[src/rtl/sccb_pkg.sv]
// Shared constants for the SCCB write arbiter: FSM state encodings, engine
// acknowledge codes, the OV7670 write address and an index-width helper.
package sccb_pkg;

    localparam logic [2:0] StIdle  = 3'd0;
    localparam logic [2:0] StStart = 3'd1;
    localparam logic [2:0] StAddr  = 3'd2;
    localparam logic [2:0] StData  = 3'd3;
    localparam logic [2:0] StFin   = 3'd4;
    localparam logic [2:0] StGap   = 3'd5;

    // eng_ack[1] is the 9th-bit tick, eng_ack[0] the sampled ACK.
    localparam logic [1:0] ACK_OK   = 2'b11;
    localparam logic [1:0] ACK_NACK = 2'b10;

    localparam logic [7:0] OV7670_WR_ADDR = 8'h42;

    // Width of an index into n items (at least 1 bit).
    function automatic int unsigned idx_width(input int unsigned n);
        return (n > 1) ? $clog2(n) : 1;
    endfunction

endpackage

[src/rtl/sccb_arbiter_if.sv]
// Bundle of requester-side and byte-engine-side signals of the SCCB arbiter.
//   master : arbiter view (drives req_ready/done/err/busy and engine strobes)
//   slave  : environment view (requesters + i2c_top engine)
interface sccb_arbiter_if #(
    parameter int unsigned NREQ = 2
);
    logic [NREQ-1:0]   req_valid;
    logic [8*NREQ-1:0] req_addr;
    logic [8*NREQ-1:0] req_data;
    logic [NREQ-1:0]   req_ready;
    logic [NREQ-1:0]   done;
    logic [NREQ-1:0]   err;
    logic              busy;
    logic              eng_start;
    logic              eng_stop;
    logic [7:0]        eng_wr_data;
    logic [1:0]        eng_ack;
    logic [3:0]        eng_state;

    modport master (
        input  req_valid, req_addr, req_data, eng_ack, eng_state,
        output req_ready, done, err, busy, eng_start, eng_stop, eng_wr_data
    );

    modport slave (
        output req_valid, req_addr, req_data, eng_ack, eng_state,
        input  req_ready, done, err, busy, eng_start, eng_stop, eng_wr_data
    );
endinterface

[src/rtl/rr_arbiter.sv]
// Combinational round-robin picker: grants the lowest requesting index strictly
// after last_i, wrapping around.
//   req_i   : request vector
//   last_i  : index granted last time
//   gnt_o   : one-hot grant (zero when no request)
//   idx_o   : index of the grant
//   valid_o : any request present
module rr_arbiter
    import sccb_pkg::*;
#(
    parameter int unsigned NREQ = 2,
    parameter int unsigned IW   = idx_width(NREQ)
) (
    input  logic [NREQ-1:0] req_i,
    input  logic [IW-1:0]   last_i,
    output logic [NREQ-1:0] gnt_o,
    output logic [IW-1:0]   idx_o,
    output logic            valid_o
);

    logic found;

    always_comb begin
        gnt_o = '0;
        idx_o = '0;
        found = 1'b0;
        // Offset k = 1 is the first candidate after last_i, k = NREQ is last_i itself.
        for (int unsigned k = 1; k <= NREQ; k++) begin
            for (int unsigned j = 0; j < NREQ; j++) begin
                if (!found && req_i[j] && (j == (32'(last_i) + k) % NREQ)) begin
                    found    = 1'b1;
                    gnt_o[j] = 1'b1;
                    idx_o    = IW'(j);
                end
            end
        end
    end

    assign valid_o = |req_i;

endmodule

[src/rtl/sccb_arbiter.sv]
// Shares one SCCB byte engine between NREQ requesters posting single-register
// writes. Sequences device address, register address, data and stop, then
// holds an idle gap before reporting done/err to the owning requester.
//   clk, rst_n : system clock, asynchronous active-low reset (shared with engine)
//   bus        : sccb_arbiter_if.master (requester handshake + engine strobes)
// Optional build macro SCCB_ARB_RETRY_EN: retry a NACKed write up to MAX_RETRY
// more times before raising err.
module sccb_arbiter
    import sccb_pkg::*;
#(
    parameter int unsigned NREQ       = 2,
    parameter logic [7:0]  DEV_ADDR   = OV7670_WR_ADDR,
    parameter int unsigned GAP_CYCLES = 65536,
    parameter int unsigned MAX_RETRY  = 3
) (
    input logic            clk,
    input logic            rst_n,
    sccb_arbiter_if.master bus
);

    localparam int unsigned IW = idx_width(NREQ);

    if (NREQ < 1 || NREQ > 8 || GAP_CYCLES < 1 || MAX_RETRY > 255) begin : g_param_err
        $error("sccb_arbiter: parameter out of range");
    end

    logic [2:0]      state_q, state_d;
    logic [IW-1:0]   last_q, last_d;
    logic [IW-1:0]   gidx_q, gidx_d;
    logic [NREQ-1:0] gnt_q, gnt_d;
    logic [7:0]      addr_q, addr_d;
    logic [7:0]      data_q, data_d;
    logic            fail_q, fail_d;
    logic [31:0]     cnt_q, cnt_d;

    logic [NREQ-1:0] arb_gnt;
    logic [IW-1:0]   arb_idx;
    logic            any_req;
    logic [7:0]      sel_addr, sel_data;
    logic            gap_exit;

    logic [NREQ-1:0] ready_c, done_c, err_c;
    logic            start_c, stop_c;
    logic [7:0]      wr_c;

`ifdef SCCB_ARB_RETRY_EN
    localparam int unsigned AW = idx_width(MAX_RETRY + 1);
    logic [AW-1:0] attempt_q, attempt_d;
`endif

    rr_arbiter #(
        .NREQ (NREQ),
        .IW   (IW)
    ) u_rr (
        .req_i   (bus.req_valid),
        .last_i  (last_q),
        .gnt_o   (arb_gnt),
        .idx_o   (arb_idx),
        .valid_o (any_req)
    );

    always_comb begin
        sel_addr = '0;
        sel_data = '0;
        for (int unsigned i = 0; i < NREQ; i++) begin
            if (arb_idx == IW'(i)) begin
                sel_addr = bus.req_addr[8*i +: 8];
                sel_data = bus.req_data[8*i +: 8];
            end
        end
    end

    assign gap_exit = (cnt_q >= GAP_CYCLES - 1) && (bus.eng_state == 4'd0);

    always_comb begin
        state_d = state_q;
        last_d  = last_q;
        gidx_d  = gidx_q;
        gnt_d   = gnt_q;
        addr_d  = addr_q;
        data_d  = data_q;
        fail_d  = fail_q;
        cnt_d   = '0;
`ifdef SCCB_ARB_RETRY_EN
        attempt_d = attempt_q;
`endif
        ready_c = '0;
        done_c  = '0;
        err_c   = '0;
        start_c = 1'b0;
        stop_c  = 1'b0;
        wr_c    = '0;

        case (state_q)
            StIdle: begin
                if (any_req) begin
                    ready_c = arb_gnt;
                    gnt_d   = arb_gnt;
                    gidx_d  = arb_idx;
                    addr_d  = sel_addr;
                    data_d  = sel_data;
                    fail_d  = 1'b0;
`ifdef SCCB_ARB_RETRY_EN
                    attempt_d = '0;
`endif
                    state_d = StStart;
                end
            end
            StStart: begin
                start_c = 1'b1;
                wr_c    = DEV_ADDR;
                state_d = StAddr;
            end
            StAddr: begin
                if (bus.eng_ack == ACK_OK) begin
                    wr_c    = addr_q;
                    state_d = StData;
                end else if (bus.eng_ack == ACK_NACK) begin
                    stop_c  = 1'b1;
                    fail_d  = 1'b1;
                    state_d = StGap;
                end
            end
            StData: begin
                if (bus.eng_ack == ACK_OK) begin
                    wr_c    = data_q;
                    state_d = StFin;
                end else if (bus.eng_ack == ACK_NACK) begin
                    stop_c  = 1'b1;
                    fail_d  = 1'b1;
                    state_d = StGap;
                end
            end
            StFin: begin
                if (bus.eng_ack[1]) begin
                    stop_c  = 1'b1;
                    fail_d  = ~bus.eng_ack[0];
                    state_d = StGap;
                end
            end
            StGap: begin
                // Saturate so a long engine-busy wait cannot wrap the counter.
                cnt_d = (cnt_q >= GAP_CYCLES - 1) ? cnt_q : cnt_q + 32'd1;
                if (gap_exit) begin
                    cnt_d   = '0;
                    last_d  = gidx_q;
                    state_d = StIdle;
                    if (fail_q) err_c = gnt_q;
                    else        done_c = gnt_q;
`ifdef SCCB_ARB_RETRY_EN
                    // Retry keeps ownership: no report, no re-arbitration.
                    if (fail_q && (32'(attempt_q) < MAX_RETRY)) begin
                        err_c     = '0;
                        last_d    = last_q;
                        fail_d    = 1'b0;
                        attempt_d = attempt_q + 1'b1;
                        state_d   = StStart;
                    end
`endif
                end
            end
            default: state_d = StIdle;
        endcase
    end

    always_ff @(posedge clk or negedge rst_n) begin
        if (!rst_n) begin
            state_q <= StIdle;
            last_q  <= IW'(NREQ - 1);
            gidx_q  <= '0;
            gnt_q   <= '0;
            addr_q  <= '0;
            data_q  <= '0;
            fail_q  <= 1'b0;
            cnt_q   <= '0;
        end else begin
            state_q <= state_d;
            last_q  <= last_d;
            gidx_q  <= gidx_d;
            gnt_q   <= gnt_d;
            addr_q  <= addr_d;
            data_q  <= data_d;
            fail_q  <= fail_d;
            cnt_q   <= cnt_d;
        end
    end

`ifdef SCCB_ARB_RETRY_EN
    always_ff @(posedge clk or negedge rst_n) begin
        if (!rst_n) attempt_q <= '0;
        else        attempt_q <= attempt_d;
    end
`endif

    // req_ready is decoded from IDLE, which is also the reset state, so it must
    // be masked while reset is held to keep all outputs quiet.
    assign bus.req_ready   = ready_c & {NREQ{rst_n}};
    assign bus.done        = done_c;
    assign bus.err         = err_c;
    assign bus.busy        = (state_q != StIdle);
    assign bus.eng_start   = start_c;
    assign bus.eng_stop    = stop_c;
    assign bus.eng_wr_data = wr_c;

endmodule

[src/flat_wrapper.sv]
// flat-port wrapper written by rule: the top's interface ports become plain ports
module sccb_arbiter_flat import sccb_pkg::*;
#(
    parameter int unsigned NREQ       = 2,
    parameter logic [7:0]  DEV_ADDR   = OV7670_WR_ADDR,
    parameter int unsigned GAP_CYCLES = 65536,
    parameter int unsigned MAX_RETRY  = 3
)
  (clk, rst_n, bus_req_valid, bus_req_addr, bus_req_data, bus_eng_ack, bus_eng_state, bus_req_ready, bus_done, bus_err, bus_busy, bus_eng_start, bus_eng_stop, bus_eng_wr_data);
  sccb_arbiter_if #(.NREQ(NREQ)) bus_i ();
  input logic clk;
  input logic rst_n;
  input wire logic [$bits(bus_i.req_valid)-1:0] bus_req_valid;
  input wire logic [$bits(bus_i.req_addr)-1:0] bus_req_addr;
  input wire logic [$bits(bus_i.req_data)-1:0] bus_req_data;
  input wire logic [$bits(bus_i.eng_ack)-1:0] bus_eng_ack;
  input wire logic [$bits(bus_i.eng_state)-1:0] bus_eng_state;
  output wire logic [$bits(bus_i.req_ready)-1:0] bus_req_ready;
  output wire logic [$bits(bus_i.done)-1:0] bus_done;
  output wire logic [$bits(bus_i.err)-1:0] bus_err;
  output wire logic [$bits(bus_i.busy)-1:0] bus_busy;
  output wire logic [$bits(bus_i.eng_start)-1:0] bus_eng_start;
  output wire logic [$bits(bus_i.eng_stop)-1:0] bus_eng_stop;
  output wire logic [$bits(bus_i.eng_wr_data)-1:0] bus_eng_wr_data;
  assign bus_i.req_valid = bus_req_valid;
  assign bus_i.req_addr = bus_req_addr;
  assign bus_i.req_data = bus_req_data;
  assign bus_i.eng_ack = bus_eng_ack;
  assign bus_i.eng_state = bus_eng_state;
  assign bus_req_ready = bus_i.req_ready;
  assign bus_done = bus_i.done;
  assign bus_err = bus_i.err;
  assign bus_busy = bus_i.busy;
  assign bus_eng_start = bus_i.eng_start;
  assign bus_eng_stop = bus_i.eng_stop;
  assign bus_eng_wr_data = bus_i.eng_wr_data;
  sccb_arbiter #(.NREQ(NREQ), .DEV_ADDR(DEV_ADDR), .GAP_CYCLES(GAP_CYCLES), .MAX_RETRY(MAX_RETRY)) u_core (.clk(clk), .rst_n(rst_n), .bus(bus_i));
endmodule
[config.mk]
export PLATFORM = sky130hd
export DESIGN_NAME = sccb_arbiter_flat
export DESIGN_NICKNAME = d
export VERILOG_FILES = /design/src/rtl/sccb_pkg.sv /design/src/rtl/sccb_arbiter_if.sv /design/src/rtl/rr_arbiter.sv /design/src/rtl/sccb_arbiter.sv /design/src/flat_wrapper.sv
export SDC_FILE = /design/constraint.sdc
export NUM_CORES = 1
export LEC_CHECK = 0
export BUFFER_PORTS_ARGS = -buffer_cell sky130_fd_sc_hd__buf_2
export CAP_MARGIN = 15
export CORE_MARGIN = 1
export CORE_UTILIZATION = 55
export DETAILED_ROUTE_END_ITERATION = 7
export GPL_TIMING_DRIVEN = 0
export PLACE_DENSITY = 0.8
export SYNTH_ARGS = -nofsm -noshare
export SYNTH_HDL_FRONTEND = slang
export SYNTH_SLANG_ARGS = --single-unit
[constraint.sdc]
create_clock -name clk -period 2.3 [get_ports clk]
set_input_delay 0.115 -clock clk [delete_from_list [all_inputs] [get_ports clk]]
set_output_delay 0.115 -clock clk [all_outputs]
set_load 0.02 [all_outputs]
# After elaboration in Yosys (flattened, before gate mapping)
# Cells that the tools add are included.
dict set report word_totals {
  inputBits 42
  out_inout_bits 17
  elab_cells 91
  regBits 56
}
dict set report classes {
  reduce_logical 23
  n_bitwise 2
  n_eq_ne 13
  mux 41
  add_sub_neg 3
  n_lt_le_gt_ge 1
}
# op n
set op_table {}
lappend op_table {{32-bit 2-to-1 mux} 3}
lappend op_table {{32-bit zero test} 2}
lappend op_table {{32-bit by 1-bit adder with 32-bit output (second input constant)} 1}
lappend op_table {{32-bit by 16-bit >= comparator with 1-bit output (second input constant)} 1}
lappend op_table {{8-bit 2-to-1 mux} 4}
lappend op_table {{8-bit one-hot mux with 3 select lines} 1}
lappend op_table {{3-bit 2-to-1 mux} 6}
lappend op_table {{3-bit one-hot mux with 6 select lines} 1}
lappend op_table {{1-bit 2-to-1 mux} 16}
lappend op_table {{2-bit 2-to-1 mux} 8}
lappend op_table {{1-bit logical AND} 8}
lappend op_table {{3-bit by 2-bit equality test with 1-bit output (second input constant)} 2}
lappend op_table {{3-bit equality test (second input constant)} 2}
lappend op_table {{2-bit by 1-bit != test with 1-bit output (second input constant)} 3}
lappend op_table {{3-bit nonzero test} 2}
lappend op_table {{5-bit AND reduction} 1}
lappend op_table {{2-bit equality test (second input constant)} 2}
lappend op_table {{4-bit zero test} 1}
lappend op_table {{2-bit != test (second input constant)} 2}
lappend op_table {{2-bit AND reduction} 2}
lappend op_table {{2-bit OR reduction} 2}
lappend op_table {{3-bit by 1-bit equality test with 1-bit output (second input constant)} 1}
lappend op_table {{1-bit zero test} 3}
lappend op_table {{3-bit zero test} 1}
lappend op_table {{other kinds (7)} 8}

# Logic depth before layout (Yosys ltp)
# Gate-level depths: netlist of the first run.
dict set report depth {
  word_depth 19
  mapped_depth 7
  mapped_depth_nobuf 5
}

# By module
# Synthesis of the first run repeated with hierarchy kept, for this count alone.
dict set report unflattened {
  cells_unflattened 300
  hier_area_um2 2954.1
}
# module seq_area_each_um2 cells_each area_each_um2 n_inst
set modules_own_cells {}
lappend modules_own_cells {sccb_arbiter 1402.6 295 2921.6 1}
lappend modules_own_cells {rr_arbiter 0.0 5 32.5 1}

# Worst setup path after synthesis of the first run
# No wires, ideal clock.
dict set report synth_timing {
  kind {register -> output}
  start {register u_core.cnt_q[0]}
  end {output port bus_done[1]}
  path_buffers 1
  path_slack_ns 0.116
  required_time_ns 2.185
  t_arrival_ns 2.069
  stages_incl_launch_ff 7
  path_cell_list {dfrtp_1 ha_1 nand3_2 or4_4 buf_6 a211oi_4 nor3b_2}
}
dict set report synth_via {
  elab_chain_cells 4
}
# element line_no
set synth_rtl {}
lappend synth_rtl {{start, declared} sccb_arbiter.sv:34} ;# logic [31:0] cnt_q, cnt_d;
lappend synth_rtl {{start signal, assigned} sccb_arbiter.sv:184} ;# cnt_q <= cnt_d;
lappend synth_rtl {{32-bit by 16-bit >= comparator with 1-bit output} sccb_arbiter.sv:73} ;# assign gap_exit = (cnt_q >= GAP_CYCLES - 1) && (bus.eng_state == 4'd0);
lappend synth_rtl {{1-bit logical AND} sccb_arbiter.sv:73}
lappend synth_rtl {{2-bit 2-to-1 mux} sccb_arbiter.sv:144} ;# if (gap_exit) begin
lappend synth_rtl {{2-bit 2-to-1 mux} sccb_arbiter.sv:94} ;# case (state_q)
lappend synth_rtl {{end, declared} flat_wrapper.sv:19} ;# output wire logic [$bits(bus_i.done)-1:0] bus_done;
# No other way between the ends.

# Final worst setup path of the first run
dict set report layout_timing {
  start {register u_core.cnt_q[4]}
  end {output port bus_done[1]}
}
# Same word-level chain as after synthesis.

==> results.sh, run 1 <==
export IMPL_clock_path_buffers=2
export IMPL_detailedRoute_firstPassIterationCount=5
export IMPL_synthesis_area_sq_mm=0.003000
export IMPL_p_comb_share_pct=37.6
export IMPL_track_usage_pct=26.61
export IMPL_pin_count_of_the_biggest_net_entering_global_routing=35
export IMPL_clock_tree_root="clkbuf_8"
export IMPL_critPathSlowestCell="or4_4"
export IMPL_slew_headroom_pct=45.35
export IMPL_floorplan_initialDensity_pct=58.01
export IMPL_wire_per_inst_um=16.48
export IMPL_worstSkewPairLatency_ps=320
export IMPL_finalCritPeriodShare_pct=101.4
export IMPL_setup_tns_ps=-96.26
export IMPL_dp_hpwl_um=5093
export IMPL_syn2layout_area_growth_pct=23.39
export IMPL_post_synth_num_cell_types=52
export IMPL_cell_internal_pwr_mw=1.806
export IMPL_synth_fp_nets=351
export IMPL_most_frequent_standard_cell_in_the_layout_excluding_fill_and_tap_cells="buf_2"
export IMPL_drtAntennaViolNets=0
export IMPL_die_area_sq_mm=0.005755
export IMPL_criticalPathCategory="reg2out"
export IMPL_globalRoute_totalOverflow=0
export IMPL_grt_antenna_before_repair=0
export IMPL_port_buffer_count=58
export IMPL_sequentialPowerShare_pct=43.3
export IMPL_synth_top_cell_area_share_pct=45.04
export IMPL_std_cell_rows=26
export IMPL_failed_checks="negative setup slack"
export IMPL_run_status="complete, but fails checks"
export IMPL_post_dr_vias_cell=6.145
export IMPL_static_leakage_power_nw=1.613
export IMPL_finClkSkew_ps=8.859
export IMPL_postRouteWirelength_um=7632
export IMPL_count_of_inserted_antenna_diode_cells=0
export IMPL_layout_common_cells="buf_2 (57), dfrtp_1 (49), nor2_1 (32)"
export IMPL_postSynth_topFlopCell="dfrtp_1"
export IMPL_finish_instance_area_sq_mm=0.003702
export IMPL_initialDrtViolationCount=260
export IMPL_finish_utilization_pct=71.58
export IMPL_maxCapViolations=0
export IMPL_worstPathArrival_ps=2220
export IMPL_swShare_pct=39.34
export IMPL_synthesis_area_per_instance_sq_um=9.741
export IMPL_die_x_um=75.86
export IMPL_dr_total_vias=2845
export IMPL_die_h_um=75.86
export IMPL_critPathMaxStageDelay_ps=610
export IMPL_timing_hold_worst_class="in2reg"
export IMPL_routabilityCongestion=0.8612
export IMPL_synth_yosys_seq_area_share_pct=45.91
export IMPL_cp_cell_sequence="nand4_4 -> or4_4 -> a211oi_4 -> nor3b_2 -> buf_4"
export IMPL_grt_pass1_vias=2544
export IMPL_finalCriticalPeriod_ps=2332
export IMPL_p_per_area_mw_per_mm2=804.1
export IMPL_edff_count_synth=0
export IMPL_cp_start_kind="flop"
export IMPL_drt_drc_violations_left=0
export IMPL_floorplan_io_pins=59
export IMPL_synthDominantAreaCellType="dfrtp_1"
export IMPL_setup_ws_ps=-32.00
export IMPL_final_layout_size_suffix_gt1_share_pct=29.01
export IMPL_cp_required_ps=2180
export IMPL_cts_made_buffers=5
export IMPL_final_count_of_pins_violating_max_slew=0
export IMPL_yosysWarnings=0
export IMPL_setup_violations_final=4
export IMPL_placed_cell_area_sq_mm=0.003398
export IMPL_finalPower_mw=2.977
export IMPL_yosys_register_bits=55
export IMPL_post_layout_net_count=435
export IMPL_h_tree_level_count=2
export IMPL_clk_transition_reported_paths_ps=110
export IMPL_max_clock_freq_mhz=428.8
export IMPL_cts_tree="yes"
export IMPL_grt_setup_unrepaired="yes"
export IMPL_number_of_hold_violations_in_the_final_report=0
export IMPL_synth_async_reset_ratio_pct=100.0
export IMPL_worst_pin_slew_ps=813.0
export IMPL_cts_sinks=55
export IMPL_netlist_instances=308
export IMPL_critPathCaptureType="primary output"
export IMPL_worst_path_max_fanout=6
export IMPL_grt_first_pass_wirelength_um=11380
export IMPL_core_area_sq_mm=0.005172
export IMPL_power_share_clock_pct=19.1
export IMPL_net_switching_power_mw=1.171
export IMPL_vdd_ir_drop_worst_uv=586.9
export IMPL_synth_top_cells_by_area="dfrtp_1 (45%), mux2i_1 (8.3%), a21oi_1 (4.2%), nor2_1 (4.0%), nor3b_1 (3.8%)"
[kinds of logic (layout without fill, tap and decap cells)]
group                      Yosys count  count (layout)  synth area share, %
muxes                               27              27                9.216
and+or+nand+nor                    121             121                23.48
DFF                                 55              55                45.91
AOI/OAI and AO/OA                   70              70                16.22
adders and majority gates            1               1               0.4169
buffers and inverters               34             119                4.754
[area by class of cell]
| cell class | count | area [sq um] |
|---|---|---|
| Multi-Input combinational cell | 219 | 1525 |
| Clock inverter | 3 | 23.77 |
| Timing Repair Buffer | 79 | 484.2 |
| Sequential cell | 55 | 1384 |
| Inverter | 16 | 60.06 |
| Fill cell | 389 | 1470 |
| Buffer | 16 | 68.82 |
| Tap cell | 70 | 87.58 |
| Clock buffer | 5 | 68.82 |
[final timing paths]
| kind | from | endpoint | slack (ps) | cells after the start |
|---|---|---|---|---|
| worst max-delay path | u_core.cnt_q[4] | bus_done[1] | -30 | 5 |
| worst min-delay path | bus_req_addr[3] | u_core.addr_q[3] | 90 | 3 |
| worst max register to register | u_core.cnt_q[0] | u_core.cnt_q[14] | 180 | 6 |
| worst min register to register | u_core.cnt_q[30] | u_core.cnt_q[30] | 530 | 2 |
| max in group asynchronous | rst_n | u_core.last_q | 1350 | 3 |
| min in group asynchronous | rst_n | u_core.cnt_q[8] | 320 | 2 |
[timing repair]
item | CTS | global route
gates resized for setup | 11 | 9
setup endpoints to repair | 12 | 35
hold buffers | 1 | 0
buffers inserted | 8 | 11
hold endpoints to repair | 23 | 0
pin swaps | 4 | 7
[critical path, delay by kind of cell, from the launching register on]
family                 cells  cell delay (ps)
DFF                        1              430
and+or+nand+nor            3              980
AOI/OAI and AO/OA          1              330
buffers and inverters      1              160
[registers in the layout, summed over array words and instances, names as in the netlist]
signal          flops
u_core.data_q       8
u_core.cnt_q       32
u_core.addr_q       8
u_core.last_q       1
u_core.state_q      3
u_core.gnt_q        2
u_core.fail_q       1
[synthesized netlist by cell type, drive strengths merged (4+ instances only)]
cell type	count
nand3	10
and3	4
nor4	12
nor3b	16
nand4	11
o21ai	11
inv	16
o211ai	6
nor3	6
nor2	32
mux2i	25
o31ai	4
a21oi	26
dfrtp	54
nand2	11
o2111ai	4
buf	10
clkbuf	8
a211oi	5
or4	8
[metrics by stage]
stage          std cells  hold slack (ps)  setup slack (ps)
6_report             463            88.91            -32.00
4_1_cts              453            87.61            -19.72
5_1_grt              463            106.3            -94.19
3_5_place_dp         437            128.1            -84.30
2_1_floorplan        308           -180.6             116.2
3_3_place_gp         436            409.5            -43.06
[metal layers]
| layer | share of wire, % | up-vias | global-route usage [%] |
|---|---|---|---|
| met2 | 51 | 119 | 43.26 |
| met4 | 2.1 | 0 | 12.96 |
| met3 | 4.9 | 16 | 5.291 |
| met5 | 0 | - | 0 |
| li1 | - | 1315 | - |
| met1 | 42 | 1395 | 33.98 |
[power by group through the flow]
stage	registers [mW]	clock network, mW	logic [mW]
floorplan	1.26	0	0.765
global placement	1.29	0	1.02
detailed placement	1.30	0	1.06
CTS	1.28	0.578	1.08
global route	1.31	0.615	1.23
finish	1.29	0.568	1.12
Power figures use the tool's default switching activity.
==> run 2: changes to the inputs <==
Settings changed: CELL_PAD_IN_SITES_DETAIL_PLACEMENT from default to 0, CELL_PAD_IN_SITES_GLOBAL_PLACEMENT from default to 1, CORE_UTILIZATION 55 to 42, PLACE_DENSITY 0.8 to default, PLACE_DENSITY_LB_ADDON from default to 0.1.
==> results.sh, run 2 (synthesis gave the netlist of run 1 again) <==
export IMPL_finalCritPeriodShare_pct=101.7
export IMPL_finClkSkew_ps=11.29
export IMPL_finalCriticalPeriod_ps=2339
export IMPL_timing_hold_worst_class="in2reg"
export IMPL_place_ws_ps=-161.4
export IMPL_floorplan_initialDensity_pct=43.92
export IMPL_finalPower_mw=2.943
export IMPL_die_area_sq_mm=0.007486
export IMPL_initialDrtViolationCount=108
export IMPL_met2RoutedLength_um=3506
export IMPL_slew_headroom_pct=48.22
export IMPL_routabilityCongestion=0.7927
export IMPL_count_of_inserted_antenna_diode_cells=0
export IMPL_critPathCaptureType="primary output"
export IMPL_maxCapViolations=0
export IMPL_grt_first_pass_wirelength_um=12280
export IMPL_cp_required_ps=2180
export IMPL_core_area_sq_mm=0.006832
export IMPL_track_usage_pct=21.04
export IMPL_post_layout_net_count=433
export IMPL_register_containing_the_most_flip_flops_in_the_final_layout="u_core.cnt_q"
export IMPL_grt_pass1_vias=2489
export IMPL_dp_cells=463
export IMPL_final_layout_fill_cell_count=673
export IMPL_setup_ws_ps=-38.52
export IMPL_die_h_um=86.52
export IMPL_final_count_of_pins_violating_max_slew=0
export IMPL_layout_common_cells="buf_2 (57), dfrtp_1 (47), nor2_1 (32)"
export IMPL_critPathSlowestCell="or4_4"
export IMPL_pin_count_of_the_biggest_net_entering_global_routing=40
export IMPL_postRouteWirelength_um=7287
export IMPL_largest_register_ffs=32
export IMPL_seq_area_sq_mm=0.001386
export IMPL_static_leakage_power_nw=1.598
export IMPL_worstSkewPairLatency_ps=320
export IMPL_clk_transition_reported_paths_ps=100
export IMPL_setup_violations_final=3
export IMPL_drtAntennaViolNets=0
export IMPL_cts_tree="yes"
export IMPL_most_frequent_standard_cell_in_the_layout_excluding_fill_and_tap_cells="buf_2"
export IMPL_hold_ws_ps=103.0
export IMPL_dp_hpwl_um=5194
export IMPL_final_layout_size_suffix_gt1_share_pct=29.16
export IMPL_run_status="complete, but fails checks"
export IMPL_syn2layout_area_growth_pct=23.94
export IMPL_met3_length_um=227
export IMPL_worst_path_max_fanout=5
export IMPL_critPathMaxStageDelay_ps=540
export IMPL_die_x_um=86.52
export IMPL_detail_route_wirelength_met1_um=3495
export IMPL_bufs_and_invs_on_worst_path=1
export IMPL_clock_tree_root="clkbuf_8"
export IMPL_cp_cell_sequence="ha_4 -> nand3_4 -> or4_4 -> a211oi_4 -> nor3b_2 -> buf_4"
export IMPL_h_tree_level_count=2
export IMPL_wire_per_inst_um=14.96
export IMPL_cts_made_buffers=5
export IMPL_port_buffer_count=58
export IMPL_cts_sinks=55
export IMPL_grt_setup_unrepaired="yes"
export IMPL_worst_pin_slew_ps=770.3
export IMPL_floorplan_io_pins=59
export IMPL_number_of_hold_violations_in_the_final_report=0
export IMPL_instances_no_fill=487
export IMPL_top_regs="u_core.cnt_q x32, u_core.addr_q x8, u_core.data_q x8"
export IMPL_clock_path_buffers=2
export IMPL_failed_checks="negative setup slack"
export IMPL_drt_drc_violations_left=0
export IMPL_criticalPathCategory="reg2out"
export IMPL_maxUsedRoutingLayer="met4"
export IMPL_max_clock_freq_mhz=427.6
export IMPL_multi_input_comb_area_sq_mm=0.001524
export IMPL_post_dr_vias_cell=5.427
export IMPL_globalRoute_totalOverflow=0
export IMPL_timing_critical_path_max_delay_family="simple AND/OR/NAND/NOR gates"
export IMPL_vdd_ir_drop_worst_uv=383.5
export IMPL_detailedRoute_firstPassIterationCount=4
export IMPL_worstPathArrival_ps=2220
export IMPL_cp_start_kind="flop"
export IMPL_p_per_area_mw_per_mm2=791.3
export IMPL_dr_total_vias=2643
export IMPL_grt_antenna_before_repair=0
export IMPL_std_cell_rows=30
## run 2: layout make-up
| type | instances | share of cell area (%) |
|---|---|---|
| clock buffers | 5 | 1.851 |
| clock inverters | 3 | 0.6729 |
| repair buffers | 77 | 12.52 |
| multi-input cells | 219 | 40.98 |
| flip-flops and latches | 55 | 37.28 |
| well taps | 96 | 3.230 |
| plain buffers | 16 | 1.851 |
| inverters | 16 | 1.615 |
## run 2: through the flow
stage / utilization (%) / area, sq um / setup TNS (ps)
finish: 54.43 / 3719 / -45.13
global route: 54.43 / 3719 / -321.6
CTS: 53.26 / 3638 / -67.84
detailed placement: 50.22 / 3431 / -1855
global placement: 49.93 / 3411 / -1498
floorplan: - / 3000 / 0
## run 2: layer usage
metal / track usage [%] / vias up
met1: 29.85 / 1284
met5: 0 / -
met2: 33.62 / 44
met3: 3.619 / 4
li1: - / 1311
met4: 5.000 / 0
## run 2: report_power, final
group          switching [mW]  internal (mW)
combinational           0.677          0.423
sequential              0.120           1.16
clock                   0.342          0.219
total                    1.14           1.80
## run 2: timing repair
item                                   CTS  global route
endpoints found under the hold margin   15             0
setup endpoints to repair               24            36
pin swaps                                5             2
resized for setup                       13             8
setup buffers                           10             7
hold buffers                             1             0
## run 2: final timing paths
check / startpoint / to / slack (ps) / depth (start not counted)
worst min register to register: u_core.cnt_q[30] / u_core.cnt_q[30] / 510 / 2
min in group asynchronous: rst_n / u_core.cnt_q[9] / 270 / 2
worst min-delay path: bus_req_addr[2] / u_core.addr_q[2] / 100 / 3
worst max register to register: u_core.cnt_q[1] / u_core.last_q / 80 / 8
worst max-delay path: u_core.cnt_q[1] / bus_done[1] / -40 / 6
max in group asynchronous: rst_n / u_core.data_q[6] / 1470 / 3
## run 2: tightest hold or removal path: cells and delay by family
family                 cells  cell delay [ps]
AOI/OAI and AO/OA          1              130
muxes                      1               50
buffers and inverters      1               70
